**src/rtl/tour_cmd_pkg.sv**
```systemverilog
// Shared constants, state encoding and command packing for the knight-tour command generator.
`timescale 1ns/1ps
package tour_cmd_pkg;

  localparam logic [3:0] MOVE         = 4'b0100;
  localparam logic [3:0] MOVE_FANFARE = 4'b0101;

  localparam logic [7:0] HEAD_N = 8'h00;
  localparam logic [7:0] HEAD_W = 8'h3F;
  localparam logic [7:0] HEAD_S = 8'h7F;
  localparam logic [7:0] HEAD_E = 8'hBF;

  localparam logic [4:0] LAST_MOVE = 5'd23;

  localparam logic [7:0] RESP_DONE = 8'hA5;
  localparam logic [7:0] RESP_ACK  = 8'h5A;

  typedef enum logic [2:0] {
    IDLE,
    VERT,
    VERT_WAIT,
    HORZ,
    HORZ_WAIT
  } state_t;

  typedef struct packed {
    logic [7:0] heading;
    logic [2:0] count;
  } leg_t;

  function automatic logic [15:0] pack_cmd(input logic [3:0] op, input leg_t leg);
    return {op, leg.heading, 1'b0, leg.count};
  endfunction

endpackage

```
**src/rtl/tour_cmd_gen_if.sv**
```systemverilog
// Command/response bundle between UART wrapper, tour generator and command processor.
`timescale 1ns/1ps
interface tour_cmd_gen_if;
  logic [15:0] cmd_UART;
  logic        cmd_rdy_UART;
  logic        clr_cmd_rdy_UART;
  logic        tour_go;
  logic [7:0]  move;
  logic [4:0]  mv_indx;
  logic [15:0] cmd;
  logic        cmd_rdy;
  logic        clr_cmd_rdy;
  logic        send_resp;
  logic [7:0]  resp;

  modport master (
    input  cmd_UART, cmd_rdy_UART, tour_go, move, clr_cmd_rdy, send_resp,
    output cmd, cmd_rdy, clr_cmd_rdy_UART, mv_indx, resp
  );

  modport slave (
    output cmd_UART, cmd_rdy_UART, tour_go, move, clr_cmd_rdy, send_resp,
    input  cmd, cmd_rdy, clr_cmd_rdy_UART, mv_indx, resp
  );
endinterface

```
**src/rtl/tour_move_decode.sv**
```systemverilog
// Combinational split of a one-hot knight move into vertical and horizontal legs.
`timescale 1ns/1ps
module tour_move_decode
  import tour_cmd_pkg::*;
(
  input  logic [7:0] move_i,
  output leg_t       vert_o,
  output leg_t       horz_o
);

  logic [7:0] low_bit;

  // Isolate the lowest set bit so multi-hot moves resolve deterministically.
  assign low_bit = move_i & (~move_i + 8'd1);

  always_comb begin
    vert_o = '{heading: HEAD_N, count: 3'd0};
    horz_o = '{heading: HEAD_N, count: 3'd0};
    case (low_bit)
      8'h01: begin vert_o = '{HEAD_N, 3'd2}; horz_o = '{HEAD_W, 3'd1}; end
      8'h02: begin vert_o = '{HEAD_N, 3'd2}; horz_o = '{HEAD_E, 3'd1}; end
      8'h04: begin vert_o = '{HEAD_N, 3'd1}; horz_o = '{HEAD_W, 3'd2}; end
      8'h08: begin vert_o = '{HEAD_S, 3'd1}; horz_o = '{HEAD_W, 3'd2}; end
      8'h10: begin vert_o = '{HEAD_S, 3'd2}; horz_o = '{HEAD_W, 3'd1}; end
      8'h20: begin vert_o = '{HEAD_S, 3'd2}; horz_o = '{HEAD_E, 3'd1}; end
      8'h40: begin vert_o = '{HEAD_S, 3'd1}; horz_o = '{HEAD_E, 3'd2}; end
      8'h80: begin vert_o = '{HEAD_N, 3'd1}; horz_o = '{HEAD_E, 3'd2}; end
      default: ;
    endcase
  end

endmodule

```
**src/rtl/tour_cmd_gen.sv**
```systemverilog
// Knight-tour command generator: muxes UART commands with 24 two-leg tour moves.
// Optional TOUR_ABORT_EN: a UART command arriving in VERT aborts the tour.
`timescale 1ns/1ps
module tour_cmd_gen
  import tour_cmd_pkg::*;
(
  input  logic           clk,
  input  logic           rst_n,
  tour_cmd_gen_if.master bus
);

  state_t     state_q, state_d;
  logic [4:0] mv_indx_q, mv_indx_d;
  leg_t       vert_leg, horz_leg;
  logic       abort;

  tour_move_decode u_decode (
    .move_i (bus.move),
    .vert_o (vert_leg),
    .horz_o (horz_leg)
  );

`ifdef TOUR_ABORT_EN
  assign abort = (state_q == VERT) && bus.cmd_rdy_UART;
`else
  assign abort = 1'b0;
`endif

  always_ff @(posedge clk or negedge rst_n) begin
    if (!rst_n) begin
      state_q   <= IDLE;
      mv_indx_q <= '0;
    end else begin
      state_q   <= state_d;
      mv_indx_q <= mv_indx_d;
    end
  end

  always_comb begin
    state_d   = state_q;
    mv_indx_d = mv_indx_q;
    case (state_q)
      IDLE: begin
        if (bus.tour_go) begin
          state_d   = VERT;
          mv_indx_d = '0;
        end
      end
      VERT: begin
        if (abort)                state_d = IDLE;
        else if (bus.clr_cmd_rdy) state_d = VERT_WAIT;
      end
      VERT_WAIT: begin
        if (bus.send_resp) state_d = HORZ;
      end
      HORZ: begin
        if (bus.clr_cmd_rdy) state_d = HORZ_WAIT;
      end
      HORZ_WAIT: begin
        if (bus.send_resp) begin
          if (mv_indx_q == LAST_MOVE) begin
            state_d = IDLE;
          end else begin
            state_d   = VERT;
            mv_indx_d = mv_indx_q + 5'd1;
          end
        end
      end
      default: state_d = IDLE;
    endcase
  end

  always_comb begin
    bus.cmd              = pack_cmd(MOVE, vert_leg);
    bus.cmd_rdy          = 1'b0;
    bus.clr_cmd_rdy_UART = 1'b0;
    bus.resp             = RESP_ACK;
    bus.mv_indx          = mv_indx_q;
    case (state_q)
      IDLE: begin
        bus.cmd              = bus.cmd_UART;
        bus.cmd_rdy          = bus.cmd_rdy_UART;
        bus.clr_cmd_rdy_UART = bus.clr_cmd_rdy;
        bus.resp             = RESP_DONE;
      end
      VERT: begin
        // An abort withholds the vertical leg and acknowledges the UART instead.
        bus.cmd_rdy          = ~abort;
        bus.clr_cmd_rdy_UART = abort;
      end
      VERT_WAIT: ;
      HORZ: begin
        bus.cmd     = pack_cmd(MOVE_FANFARE, horz_leg);
        bus.cmd_rdy = 1'b1;
      end
      HORZ_WAIT: begin
        bus.cmd = pack_cmd(MOVE_FANFARE, horz_leg);
        if (mv_indx_q == LAST_MOVE) bus.resp = RESP_DONE;
      end
      default: ;
    endcase
  end

endmodule

```
**src/flat_wrapper.sv**
```systemverilog
// flat-port wrapper written by rule: the top's interface ports become plain ports
module tour_cmd_gen_flat import tour_cmd_pkg::*;
  (clk, rst_n, bus_cmd_UART, bus_cmd_rdy_UART, bus_tour_go, bus_move, bus_clr_cmd_rdy, bus_send_resp, bus_cmd, bus_cmd_rdy, bus_clr_cmd_rdy_UART, bus_mv_indx, bus_resp);
  tour_cmd_gen_if bus_i ();
  input  logic clk;
  input  logic rst_n;
  input wire logic [$bits(bus_i.cmd_UART)-1:0] bus_cmd_UART;
  input wire logic [$bits(bus_i.cmd_rdy_UART)-1:0] bus_cmd_rdy_UART;
  input wire logic [$bits(bus_i.tour_go)-1:0] bus_tour_go;
  input wire logic [$bits(bus_i.move)-1:0] bus_move;
  input wire logic [$bits(bus_i.clr_cmd_rdy)-1:0] bus_clr_cmd_rdy;
  input wire logic [$bits(bus_i.send_resp)-1:0] bus_send_resp;
  output wire logic [$bits(bus_i.cmd)-1:0] bus_cmd;
  output wire logic [$bits(bus_i.cmd_rdy)-1:0] bus_cmd_rdy;
  output wire logic [$bits(bus_i.clr_cmd_rdy_UART)-1:0] bus_clr_cmd_rdy_UART;
  output wire logic [$bits(bus_i.mv_indx)-1:0] bus_mv_indx;
  output wire logic [$bits(bus_i.resp)-1:0] bus_resp;
  assign bus_i.cmd_UART = bus_cmd_UART;
  assign bus_i.cmd_rdy_UART = bus_cmd_rdy_UART;
  assign bus_i.tour_go = bus_tour_go;
  assign bus_i.move = bus_move;
  assign bus_i.clr_cmd_rdy = bus_clr_cmd_rdy;
  assign bus_i.send_resp = bus_send_resp;
  assign bus_cmd = bus_i.cmd;
  assign bus_cmd_rdy = bus_i.cmd_rdy;
  assign bus_clr_cmd_rdy_UART = bus_i.clr_cmd_rdy_UART;
  assign bus_mv_indx = bus_i.mv_indx;
  assign bus_resp = bus_i.resp;
  tour_cmd_gen u_core (.clk(clk), .rst_n(rst_n), .bus(bus_i));
endmodule
```
**config.mk**
```make
export PLATFORM = sky130hd
export DESIGN_NAME = tour_cmd_gen_flat
export DESIGN_NICKNAME = d
export VERILOG_FILES = /design/src/rtl/tour_cmd_pkg.sv /design/src/rtl/tour_cmd_gen_if.sv /design/src/rtl/tour_move_decode.sv /design/src/rtl/tour_cmd_gen.sv /design/src/flat_wrapper.sv
export SDC_FILE = /design/constraint.sdc
export NUM_CORES = 1
export LEC_CHECK = 0
export BUFFER_PORTS_ARGS = -buffer_cell sky130_fd_sc_hd__buf_2
export CAP_MARGIN = 10
export CORE_MARGIN = 2
export CORE_UTILIZATION = 45
export DETAILED_ROUTE_END_ITERATION = 12
export PLACE_DENSITY = 0.95
export SLEW_MARGIN = 10
export SYNTH_ARGS = -nofsm -noshare
export SYNTH_HDL_FRONTEND = slang
export SYNTH_SLANG_ARGS = --single-unit
```
**constraint.sdc**
```tcl
create_clock -name clk -period 3.69 [get_ports clk]
set_input_delay 0.1845 -clock clk [delete_from_list [all_inputs] [get_ports clk]]
set_output_delay 0.1845 -clock clk [all_outputs]
set_load 0.005 [all_outputs]
```
Yosys cells after proc, flatten, opt, wreduce, memory -nomap -nowiden. Index checks and enable logic that the tools add are counted.

Magnitude comparators: 0. Bitwise operators: 2. Divide/modulo/power cells: 0. Muxes and demuxes: 18. Reductions and logical operators: 14. Multipliers: 0. Shift-type cells: 0. Eq/ne operators: 19. Add/sub/neg operators: 2.

Operators by type and width (number): 11-bit case mux with 4 select lines (1); 10-bit case mux with 4 select lines (1); 16-bit case mux with 2 select lines (1); 2-bit OR reduction (10); 8-bit case mux with 2 select lines (1); 3-bit two-way mux (5); 5-bit two-way mux (3); 3-bit case mux with 5 select lines (1); 2-bit != test, second input constant (6); 5-bit case mux with 2 select lines (1); 8-bit by 1-bit adder with 8-bit output, second input constant (1); 8-bit AND (1); 8-bit by 1-bit == test with 1-bit output, second input constant (1); 8-bit by 2-bit == test with 1-bit output, second input constant (1); 8-bit by 3-bit == test with 1-bit output, second input constant (1); 8-bit by 4-bit == test with 1-bit output, second input constant (1); 8-bit by 5-bit == test with 1-bit output, second input constant (1); 8-bit by 6-bit == test with 1-bit output, second input constant (1); 8-bit by 7-bit == test with 1-bit output, second input constant (1); 8-bit == test, second input constant (1); 8-bit two-way mux (1); 8-bit inverter (1); 3-bit by 2-bit == test with 1-bit output, second input constant (2); 5-bit by 1-bit adder with 5-bit output, second input constant (1); other kinds (9) (10).

Memories: 0. Memory bits (writable): 0. Latch bits: 0. Word-level logic and storage cells: 57. Bits in registers: 8. ROM bits: 0. Input bits: 30.

Depth between registers and ports, before layout. Gate-level depths: netlist (run 1).

Depth after elaboration: 7. Depth in mapped cells: 6.

Modules after synthesis. Synthesis (run 1) repeated with hierarchy kept, for this count alone.

Cell total of the unflattened synthesis: 179. Area, all modules: 1234.9 um^2.

Modules (own cells, without submodules): tour_cmd_gen (instances 1, cells an instance 147, area an instance 1021.0 um^2, seq. area each 200.2 um^2); tour_move_decode (instances 1, cells an instance 32, area an instance 214.0 um^2, seq. area each 0.0 um^2).

Worst setup path before layout (run 1). Ideal clock, no wire load.

Kind: register -> output. From: register u_core.state_q[1]. To: output port bus_resp[3]. Arrival: 1.413 ns. Cell stages (with the launch flop): 7. Required time: 3.506 ns. Slack: 2.093 ns. Cell sequence: dfrtp_1 buf_6 or2_4 buf_6 a21oi_1 inv_1 buf_4.

Longest elaborated chain between the ends: 2. Elaborated cells on any way between the ends: 3.

Ends and longest elaborated chain: start: declaration (RTL line tour_cmd_gen.sv:12) `state_t state_q, state_d;`; start signal: assignment (RTL line tour_cmd_gen.sv:34) `state_q <= state_d;`; 3-bit == test or 3-bit zero test (tied branches) (RTL line tour_cmd_gen.sv:79) `case (state_q)`; 8-bit case mux with 2 select lines (*) (RTL line tour_cmd_gen.sv:79); end: declaration (RTL line flat_wrapper.sv:17) `output wire logic [$bits(bus_i.resp)-1:0] bus_resp;`.

Mark *: on every way between the ends. The rest lies on a longest branch, timed or not.

Worst setup path after layout (run 1).
From: register u_core.state_q[2]. To: output port bus_cmd[6].

Longest elaborated chain between the ends: 3. Elaborated cells on any way between the ends: 5.

Ends and longest elaborated chain: 3-bit by 2-bit == test with 1-bit output or 3-bit == test (tied branches) (RTL line tour_cmd_gen.sv:79); 2-bit OR reduction (no source line); 16-bit case mux with 2 select lines (*) (RTL line tour_cmd_gen.sv:79); end: declaration (RTL line flat_wrapper.sv:13) `output wire logic [$bits(bus_i.cmd)-1:0] bus_cmd;`.

Marks and branches as above.

==> results.ini, run 1 <==
[outcome]
status = complete, no violations

[setup_path]
rrSetupSlack_ps = 1890
crit_fanout = 17
crit_type = register to output port
worstPathRequired_ps = 3510
r2r-end = u_core.bus.mv_indx[3]
rr_worst_depth = 4
critPathCaptureType = output port
critPathLaunchType = register
cp.arrival_ps = 2160
r2r_start = u_core.state_q[0]

[sta]
hold_viol = 0
fin_tns_setup_ps = 0
fin_crit_ps = 2340
finalClockSkew_ps = 13.6
fmax_mhz = 427
slew_headroom_pct = 62.6
finalCritPeriodShare_pct = 63.4
setup_viol = 0
tightest_slew_ps = 555
drv_slew = 0
rsz0062_at_grt = no

[worst_hold_path]
hp-class = input pin to register
hp-start = bus_clr_cmd_rdy
min_path_cells = 2
holdPathEnd = u_core.state_q[0]

[route]
drt_iter0_markers = 35
drt-wirelength-per-cell_um = 13.1
num_vias = 1126
drc = 0
drtPass1Iterations = 4
finalWirelength_um = 2630
antenna_left = 0
via_per_inst = 5.60

[die]
start_util_pct = 47.1
die_area_sq_um = 2410
rows = 16
die_w_um = 49.1
io-pin-count = 61
die_h_um = 49.1
coreArea_sq_um = 1940

[global_routing]
grt_max_degree = 18
grtUsageMet1_pct = 25.3
grtUsageMet2_pct = 40.3
grt_overflow = 0
gr-usage-all-layers_pct = 22.0
use_met3_pct = 3.37
antenna_found_initial = 0
busiest_layer = met2
grt_pass1_wl_um = 4280
grt_pass1_vias = 990

[finish]
syn_to_final_growth_pct = 30.9
multiInputGateArea_sq_um = 619
drive_above_1_share_pct = 43.7
layout_common_cells = buf_2, nand2_1, nor2_1, dfrtp_1, a21oi_1
antenna_cells = 0
final-seq-area_sq_um = 200
fin_cells = 201
nFillCells = 179
fin_nets = 207
layout.cells.most_common = buf_2

[yosys]
synth_edf_count = 0
postSynthAreaPerCell_sq_um = 7.50
syn_nets = 153
syn_area_sq_um = 915
ys_seq_area_share_pct = 21.9
ys.warnings.count = 0
syn_inst = 122
yosys_most_used_dff = dfrtp_1
synth_cell_types = 46
ys_async_sr_fraction_pct = 100
ys_seq_elements = 8

[placed_design]
dpl.hpwl_um = 2070
globalplace.congestion = 0.894
port_buffers = 60
dp_cells = 197

[cts]
cts_repair_resize_count = 0
clock_path_buffers = 2
cts.sinks = 8
cts_root_buffer = clkbuf_4
cts_buffers = 3
clk_latency_ps = 260
cts_tree = built
path_clk_slew_ps = 60
cts_max_level = 1

[pwr]
powerDensity_nw_per_um2 = 664
leakagePower_nw = 0.636
p_total_uw = 795
max-vdd-ir-drop_v = 0.000349

[flow_run]
drv_cap = 0

==> report_power, final <==
part	total, mW	internal (mW)	leakage, nW	switching, mW
combinational	0.558	0.270	0.514	0.288
clock	0.0686	0.0373	0.0138	0.0313
sequential	0.168	0.109	0.107	0.0596
==> repair_timing <==
action,CTS,global route
hold buffers,1,0
buffers inserted,0,0
hold endpoints to repair,8,0
==> registers in the layout, indices dropped and copies added, names as in the netlist <==
name	count
u_core.bus.mv_indx	5
u_core.state_q	3
==> layer usage <==
metal | share of wire, % | vias up
li1 | - | 550
met1 | 41 | 527
met2 | 53 | 45
met3 | 5.8 | 4
met4 | 1.0 | 0
met5 | 0 | -
==> worst max-delay path by stage <==
stage / startpoint / to / slack, ps / cells past startpoint
after floorplan: u_core.state_q[1] / bus_resp[3] / 2090 / 6
after global placement: u_core.state_q[2] / bus_cmd[4] / 1780 / 5
after detailed placement: u_core.state_q[2] / bus_cmd[6] / 1660 / 5
after CTS: u_core.state_q[2] / bus_cmd[6] / 1380 / 5
after global routing: u_core.state_q[2] / bus_cmd[9] / 1180 / 5
final: u_core.state_q[2] / bus_cmd[6] / 1350 / 5
==> logic make-up (layout without fill, tap and decap cells) <==
kind of cell             Yosys count  count (layout)  share of synthesized area, %
AND/OR/NAND/NOR                   55              55                          30.8
AO/OA/AOI/OAI                     40              40                          32.3
buffers and inverters             15              67                          10.4
flip-flops                         8               8                          21.9
multiplexers                       2               2                          2.33
adder cells (fa/ha/maj)            1               1                          1.37
XOR/XNOR                           1               1                         0.958
==> Yosys cell counts (2+ instances only) <==
master	instances	area, sq um
o21ai_0	5	25.0
a211oi_1	3	22.5
or2_2	3	18.8
and3_1	5	31.3
buf_4	6	45.0
and4_1	2	17.5
buf_6	2	22.5
nand2_1	16	60.1
inv_1	3	11.3
nor3_1	6	30.0
o211ai_1	3	22.5
clkbuf_1	3	11.3
a31oi_1	2	12.5
nor2_1	10	37.5
a21oi_1	7	35.0
a21o_1	6	45.0
nand3_1	2	10.0
dfrtp_1	8	200
o31ai_1	3	22.5
==> cell type report <==
type	count	area share [%]
Inverter	3	0.940
Clock buffer	3	1.88
Sequential cell	8	16.7
Timing Repair Buffer	61	25.9
Multi-Input combinational cell	99	51.7
Tap cell	27	2.82
==> per-stage QoR <==
| stage | instance area, sq um | util (%) | hold slack (ps) | setup slack (ps) |
|---|---|---|---|---|
| finish | 1200 | 61.7 | 177 | 1350 |
| global route | 1200 | 61.7 | 170 | 1180 |
| CTS | 1200 | 61.7 | 161 | 1380 |
| detailed placement | 1160 | 60.0 | 38.5 | 1660 |
| global placement | 1160 | 60.0 | 33.7 | 1780 |
| floorplan | 915 | - | -111 | 2090 |
==> worst max-delay path, stage by stage, from the launching register on <==
cell and delay [ps]:
dfrtp_1 560, inv_1 380, mux2_2 420, o32ai_2 260, a21o_1 150, buf_2 130
(Power assumes the default switching activity.)
==> run 2, diff against run 1 <==
CORE_UTILIZATION = 37   (was 45)
PLACE_DENSITY = 0.85   (was 0.95)
clock period = 2 ns   (was 3.69 ns; I/O delays follow)
==> results.ini, run 2 (synthesis gave the netlist of run 1 again) <==
[outcome]
status = complete, no violations  ; unchanged

[placed_design]
port_buffers = 60  ; unchanged
place_area_sq_um = 1200  ; was 1160 sq um
dp_cells = 204  ; was 197
dpl.hpwl_um = 2090  ; was 2070 um
globalplace.congestion = 0.813  ; was 0.894

[sta]
drv_slew = 0  ; unchanged
tightest_slew_ps = 505  ; was 555 ps
fin_crit_ps = 1920
rsz0062_at_grt = no  ; unchanged
fmax_mhz = 520
hold_viol = 0  ; unchanged
finalClockSkew_ps = 0.414  ; was 13.6 ps
setup_viol = 0  ; unchanged
fin_tns_setup_ps = 0  ; unchanged
finalCritPeriodShare_pct = 96.2
slew_headroom_pct = 66.0  ; was 62.6%

[global_routing]
gr-usage-all-layers_pct = 18.1  ; was 22.0%
antenna_found_initial = 0  ; unchanged
grt_pass1_vias = 895  ; was 990
grt_overflow = 0  ; unchanged
grt_max_degree = 15  ; was 18
grt_pass1_wl_um = 3860  ; was 4280 um

[finish]
syn_to_final_growth_pct = 36.3  ; was 30.9%
fin_nets = 211  ; was 207
post-route-cell-area_sq_um = 1250  ; was 1200 sq um
antenna_cells = 0  ; unchanged
layout.cells.most_common = buf_2  ; unchanged
layout_common_cells = buf_2, nand2_1, nor2_1, dfrtp_1  ; was buf_2, nand2_1, nor2_1, dfrtp_1, a21oi_1
drive_above_1_share_pct = 45.5  ; was 43.7%
largest_reg_flops = 5  ; unchanged
fin_cells = 208  ; was 201

[route]
antenna_left = 0  ; unchanged
drt_iter0_markers = 25  ; was 35
m1WireLength_um = 1140  ; was 1070 um
num_vias = 1101  ; was 1,126
finalWirelength_um = 2550  ; was 2630 um
dr_wl_met2_um = 1270  ; was 1380 um
highest_layer = met3  ; was met4
drtPass1Iterations = 4  ; unchanged
via_per_inst = 5.29  ; was 5.60
drt-wirelength-per-cell_um = 12.2  ; was 13.1 um
drc = 0  ; unchanged
route.met3.wl_um = 136  ; was 152 um

[die]
start_util_pct = 38.0  ; was 47.1%
rows = 18  ; was 16
die_area_sq_um = 2890  ; was 2410 sq um
io-pin-count = 61  ; unchanged
die_h_um = 53.7  ; was 49.1 um
coreArea_sq_um = 2410  ; was 1940 sq um
die_w_um = 53.7  ; was 49.1 um

[setup_path]
cp.arrival_ps = 1820  ; was 2160 ps
rr_worst_depth = 5  ; was 4
rrSetupSlack_ps = 330  ; was 1890 ps
critPathCaptureType = output port  ; unchanged
r2r_start = u_core.state_q[0]  ; unchanged
critPathLaunchType = register  ; unchanged
worstPathRequired_ps = 1900  ; was 3510 ps
cpPeakStageDelay_ps = 470  ; was 560 ps
r2r-end = u_core.bus.mv_indx[3]  ; unchanged
crit_fanout = 11  ; was 17
crit_type = register to output port  ; unchanged
cp_cell_sequence = or2_4, mux2_2, o32ai_4, a21o_1, buf_2  ; was inv_1, mux2_2, o32ai_2, a21o_1, buf_2
slowest_stage = dfrtp_1  ; unchanged

[cts]
cts_root_buffer = clkbuf_4  ; unchanged
cts_tree = built  ; unchanged
clock_path_buffers = 2  ; unchanged
cts.sinks = 8  ; unchanged
clk_latency_ps = 250  ; was 260 ps
path_clk_slew_ps = 50  ; was 60 ps
cts_max_level = 1  ; unchanged
cts_buffers = 3  ; unchanged

[flow_run]
drv_cap = 0  ; unchanged

[worst_hold_path]
hp-class = input pin to register  ; unchanged
min_path_cells = 2  ; unchanged
holdPathEnd = u_core.state_q[0]  ; unchanged
hp-start = bus_clr_cmd_rdy  ; unchanged

[pwr]
leakagePower_nw = 0.656  ; was 0.636 nW
max-vdd-ir-drop_v = 0.000784  ; was 0.000349 V
p_total_mw = 1.53  ; was 795 uW
powerDensity_nw_per_um2 = 1230  ; was 664 nW/um^2

run 2: cell count changes in the layout (fill, tap and decap cells not counted):
| cell | before | now |
|---|---|---|
| a21oi_1 | 7 | 6 |
| buf_4 | 0 | 4 |
| a21oi_2 | 0 | 1 |
| o32ai_2 | 1 | 0 |
| o32ai_4 | 0 | 1 |
run 2: timing repair:
action	CTS	global route
endpoints found under the hold margin	8	0
endpoints found under the setup margin	0	10
setup buffers	0	0
hold buffers	1	0
resized for setup	0	2
run 2: power breakdown:
part / total (mW) / leakage [nW] / internal, mW / switching [mW]
sequential: 0.270 / 0.107 / 0.202 / 0.0682
combinational: 1.14 / 0.535 / 0.551 / 0.585
clock: 0.124 / 0.0138 / 0.0687 / 0.0550
run 2: worst max-delay path by stage:
| stage | from | slack (ps) | to |
|---|---|---|---|
| floorplan | u_core.state_q[1] | 490 | bus_resp[3] |
| detailed placement | u_core.state_q[1] | 310 | bus_cmd[6] |
| global route | u_core.state_q[1] | 2 | bus_cmd[6] |
| global placement | u_core.state_q[1] | 400 | bus_cmd[4] |
| CTS | u_core.state_q[1] | 40 | bus_cmd[6] |
| finish | u_core.state_q[1] | 80 | bus_cmd[6] |
run 2: cell type report:
cell class	instances	area, sq um
clock buffer	3	22.5
inverter	3	11.3
multi-input combinational	99	634
fill	233	1160
tap	30	37.5
timing repair buffer	65	340
sequential	8	200
run 2: worst max-delay path, delay by kind of cell (launching register included):
family	cells	cell delay (ps)
buffers and inverters	1	110
muxes	1	320
AOI/OAI and AO/OA	2	350
DFF	1	470
and+or+nand+nor	1	320
run 2: metrics by stage:
stage / hold slack [ps] / setup slack [ps] / util (%)
after floorplan: -196 / 487 / -
after global placement: -42.7 / 403 / 49.7
after detailed placement: -41.7 / 310 / 49.7
after CTS: 70.5 / 39.0 / 51.1
after global routing: 90.2 / 1.58 / 51.7
final: 73.1 / 76.3 / 51.7
run 2: metal layers:
layer  up-vias  GRT usage, %
li1        559             -
met2        32          27.8
met3         0          6.11
met1       510          24.4
met5         -             0
met4         0          4.27
==> run 3, diff against run 2 <==
ABC_AREA = 1   (was not set)
CORE_UTILIZATION = 38   (was 37)
PLACE_DENSITY = 0.86   (was 0.85)
==> results.ini, run 3 <==
[global_routing]
antenna_found_initial = 0  ; unchanged
grt_max_degree = 12  ; was 15
grt_pass1_wl_um = 3460  ; was 3860 um
gr-usage-all-layers_pct = 15.9  ; was 18.1%
grt_pass1_vias = 831  ; was 895
grt_overflow = 0  ; unchanged

[sta]
setup_viol = 0  ; unchanged
finalCritPeriodShare_pct = 87.1  ; was 96.2%
fmax_mhz = 574  ; was 520 MHz
rsz0062_at_grt = no  ; unchanged
finalClockSkew_ps = 2.29  ; was 0.414 ps
slew_headroom_pct = 70.5  ; was 66.0%
fin_tns_setup_ps = 0  ; unchanged
drv_slew = 0  ; unchanged
fin_crit_ps = 1740  ; was 1920 ps
hold_viol = 0  ; unchanged
tightest_slew_ps = 442  ; was 505 ps

[finish]
largest_reg_flops = 5  ; unchanged
fin_nets = 246  ; was 211
syn_to_final_growth_pct = 33.3  ; was 36.3%
drive_above_1_share_pct = 36.6  ; was 45.5%
antenna_cells = 0  ; unchanged
layout_common_cells = buf_2, nand2_1, nor2_1, inv_1, nand3_1  ; was buf_2, nand2_1, nor2_1, dfrtp_1
layout.cells.most_common = buf_2  ; unchanged
nFillCells = 252  ; was 233

[yosys]
ys_seq_elements = 8  ; unchanged
synth_edf_count = 0  ; unchanged
syn_nets = 187  ; was 153
yosysMostFrequentCell = nand2_1  ; unchanged
syn_inst = 156  ; was 122
yosysTopAreaCell = nand2_1  ; was dfrtp_1
ys_seq_area_share_pct = 21.2  ; was 21.9%
synth_cell_types = 23  ; was 46
yosys_most_used_dff = dfrtp_1  ; unchanged
ys.warnings.count = 0  ; unchanged
postSynthAreaPerCell_sq_um = 6.05  ; was 7.50 sq um
syn_area_sq_um = 943  ; was 915 sq um
synth_top_area_share_pct = 22.3  ; was 21.9%
ys_async_sr_fraction_pct = 100  ; unchanged
synth_commonest_cells = nand2_1, nor2_1, inv_1  ; was nand2_1, nor2_1, dfrtp_1
yosys-top-cells-area = nand2_1, dfrtp_1, nand3_1  ; was dfrtp_1, nand2_1, a21o_1

[setup_path]
worstPathRequired_ps = 1900  ; about the same
slowest_stage = dfrtp_1  ; unchanged
cp.arrival_ps = 1640  ; was 1820 ps
cp-startpoint = u_core.state_q[0]  ; was u_core.state_q[1]
critPathCaptureType = output port  ; unchanged
r2r-end = u_core.bus.mv_indx[1]  ; was u_core.bus.mv_indx[3]
cp_cell_sequence = nor2_8, nand2_4, inv_1, nand2_1, nand3_1, buf_2  ; was or2_4, mux2_2, o32ai_4, a21o_1, buf_2
r2r_start = u_core.state_q[0]  ; unchanged
crit_type = register to output port  ; unchanged
rrSetupSlack_ps = 630  ; was 330 ps
crit_fanout = 11  ; unchanged
critPathLaunchType = register  ; unchanged
rr_worst_depth = 8  ; was 5
cpPeakStageDelay_ps = 470  ; about the same

[pwr]
p_comb_share_pct = 71.9  ; was 74.3%
p_total_mw = 1.44  ; was 1.53 mW
leakagePower_nw = 0.794  ; was 0.656 nW
switching_share_pct = 51.1  ; was 46.3%
max-vdd-ir-drop_v = 0.000569  ; was 0.000784 V
switchingPower_uw = 735  ; was 708 uW
seq_power_share_pct = 19.2  ; was 17.6%
clock_power_share_pct = 8.9  ; was 8.1%
p_int_uw = 703  ; was 821 uW
powerDensity_nw_per_um2 = 1140  ; was 1230 nW/um^2

[cts]
path_clk_slew_ps = 60  ; was 50 ps
cts_buffers = 3  ; unchanged
cts_tree = built  ; unchanged
cts_hold_buf = 1  ; unchanged
post_cts_buffers = 0  ; unchanged
clock_path_buffers = 2  ; unchanged
cts_repair_resize_count = 0  ; unchanged
cts_root_buffer = clkbuf_4  ; unchanged
cts.sinks = 8  ; unchanged
clk_latency_ps = 250  ; about the same
cts_max_level = 1  ; unchanged

[route]
drc = 0  ; unchanged
num_vias = 1114  ; was 1,101
drt-wirelength-per-cell_um = 9.72  ; was 12.2 um
via_per_inst = 4.58  ; was 5.29
drtPass1Iterations = 4  ; unchanged
drt_iter0_markers = 9  ; was 25
antenna_left = 0  ; unchanged
finalWirelength_um = 2360  ; was 2550 um

[placed_design]
globalplace.congestion = 0.797  ; was 0.813
dpl.hpwl_um = 1970  ; was 2090 um
port_buffers = 60  ; unchanged

[die]
rows = 18  ; unchanged
coreArea_sq_um = 2410  ; unchanged
die_h_um = 53.8  ; was 53.7 um
die_area_sq_um = 2900  ; was 2890 sq um
die_w_um = 53.8  ; was 53.7 um
io-pin-count = 61  ; unchanged
start_util_pct = 39.1  ; was 38.0%

[flow_run]
drv_cap = 0  ; unchanged

[worst_hold_path]
hp-class = input pin to async pin  ; was input pin to register

[outcome]
status = complete, no violations  ; unchanged

run 3: cell count changes in the layout (fill, tap and decap cells not counted), moves of 4 or more:
cell / delta
a21o_1: -6
a21oi_1: -6
and3_1: -5
buf_4: -4
inv_1: +16
nand2_1: +40
nand3_1: +16
nor2_1: +12
run 3: logic make-up after synthesis:
logic type                 count (synthesis)  share of synthesized area (%)
buffers and inverters                     28                           14.6
AOI/OAI and AO/OA                          4                           2.52
DFF                                        8                           21.2
adders and majority gates                  1                           1.33
and+or+nand+nor                          115                           60.3
run 3: power by group through the flow:
stage	registers (mW)	clock network, mW	logic [mW]
after global routing	0.282	0.138	1.18
after global placement	0.274	0	1.03
after CTS	0.276	0.129	1.04
after floorplan	0.267	0	0.765
after detailed placement	0.279	0	1.04
final	0.276	0.129	1.03
run 3: how the worst max path moves through the flow:
| stage | to | slack, ps | cells past startpoint |
|---|---|---|---|
| 2_1_floorplan | bus_resp[2] | 630 | 8 |
| 3_3_place_gp | bus_cmd[9] | 550 | 6 |
| 3_5_place_dp | bus_cmd[1] | 520 | 6 |
| 4_1_cts | bus_cmd[1] | 240 | 6 |
| 5_1_grt | bus_cmd[4] | 150 | 6 |
| 6_report | bus_cmd[1] | 260 | 6 |
run 3: per-layer routing:
layer | share of wire [%] | global-route usage (%)
met2 | 48 | 23.8
met5 | 0 | 0
met4 | 0.89 | 6.41
met1 | 47 | 22.7
met3 | 4.6 | 2.50
run 3: worst max-delay path, delay by kind of cell (launching register included):
kind                   cells  cell delay [ps]
AND/OR/NAND/NOR            4              550
flip-flops                 1              470
buffers and inverters      2              360
run 3: final cells by class:
cell class              count  area [sq um]  area share [%]
clock buffers               3          22.5            1.79
well taps                  30          37.5            2.99
multi-input cells         120           606            48.2
inverters                  21          81.3            6.47
repair buffers             61           310            24.7
flip-flops and latches      8           200            15.9
run 3: through the flow:
stage	hold WS, ps	std cells	setup WS, ps	cell area, sq um	utilization [%]
after floorplan	-196	156	628	943	-
after global placement	-47.8	239	549	1220	50.8
after detailed placement	-45.2	239	519	1220	50.8
after CTS	202	243	242	1260	52.2
after global routing	221	243	145	1260	52.2
final	205	243	258	1260	52.2
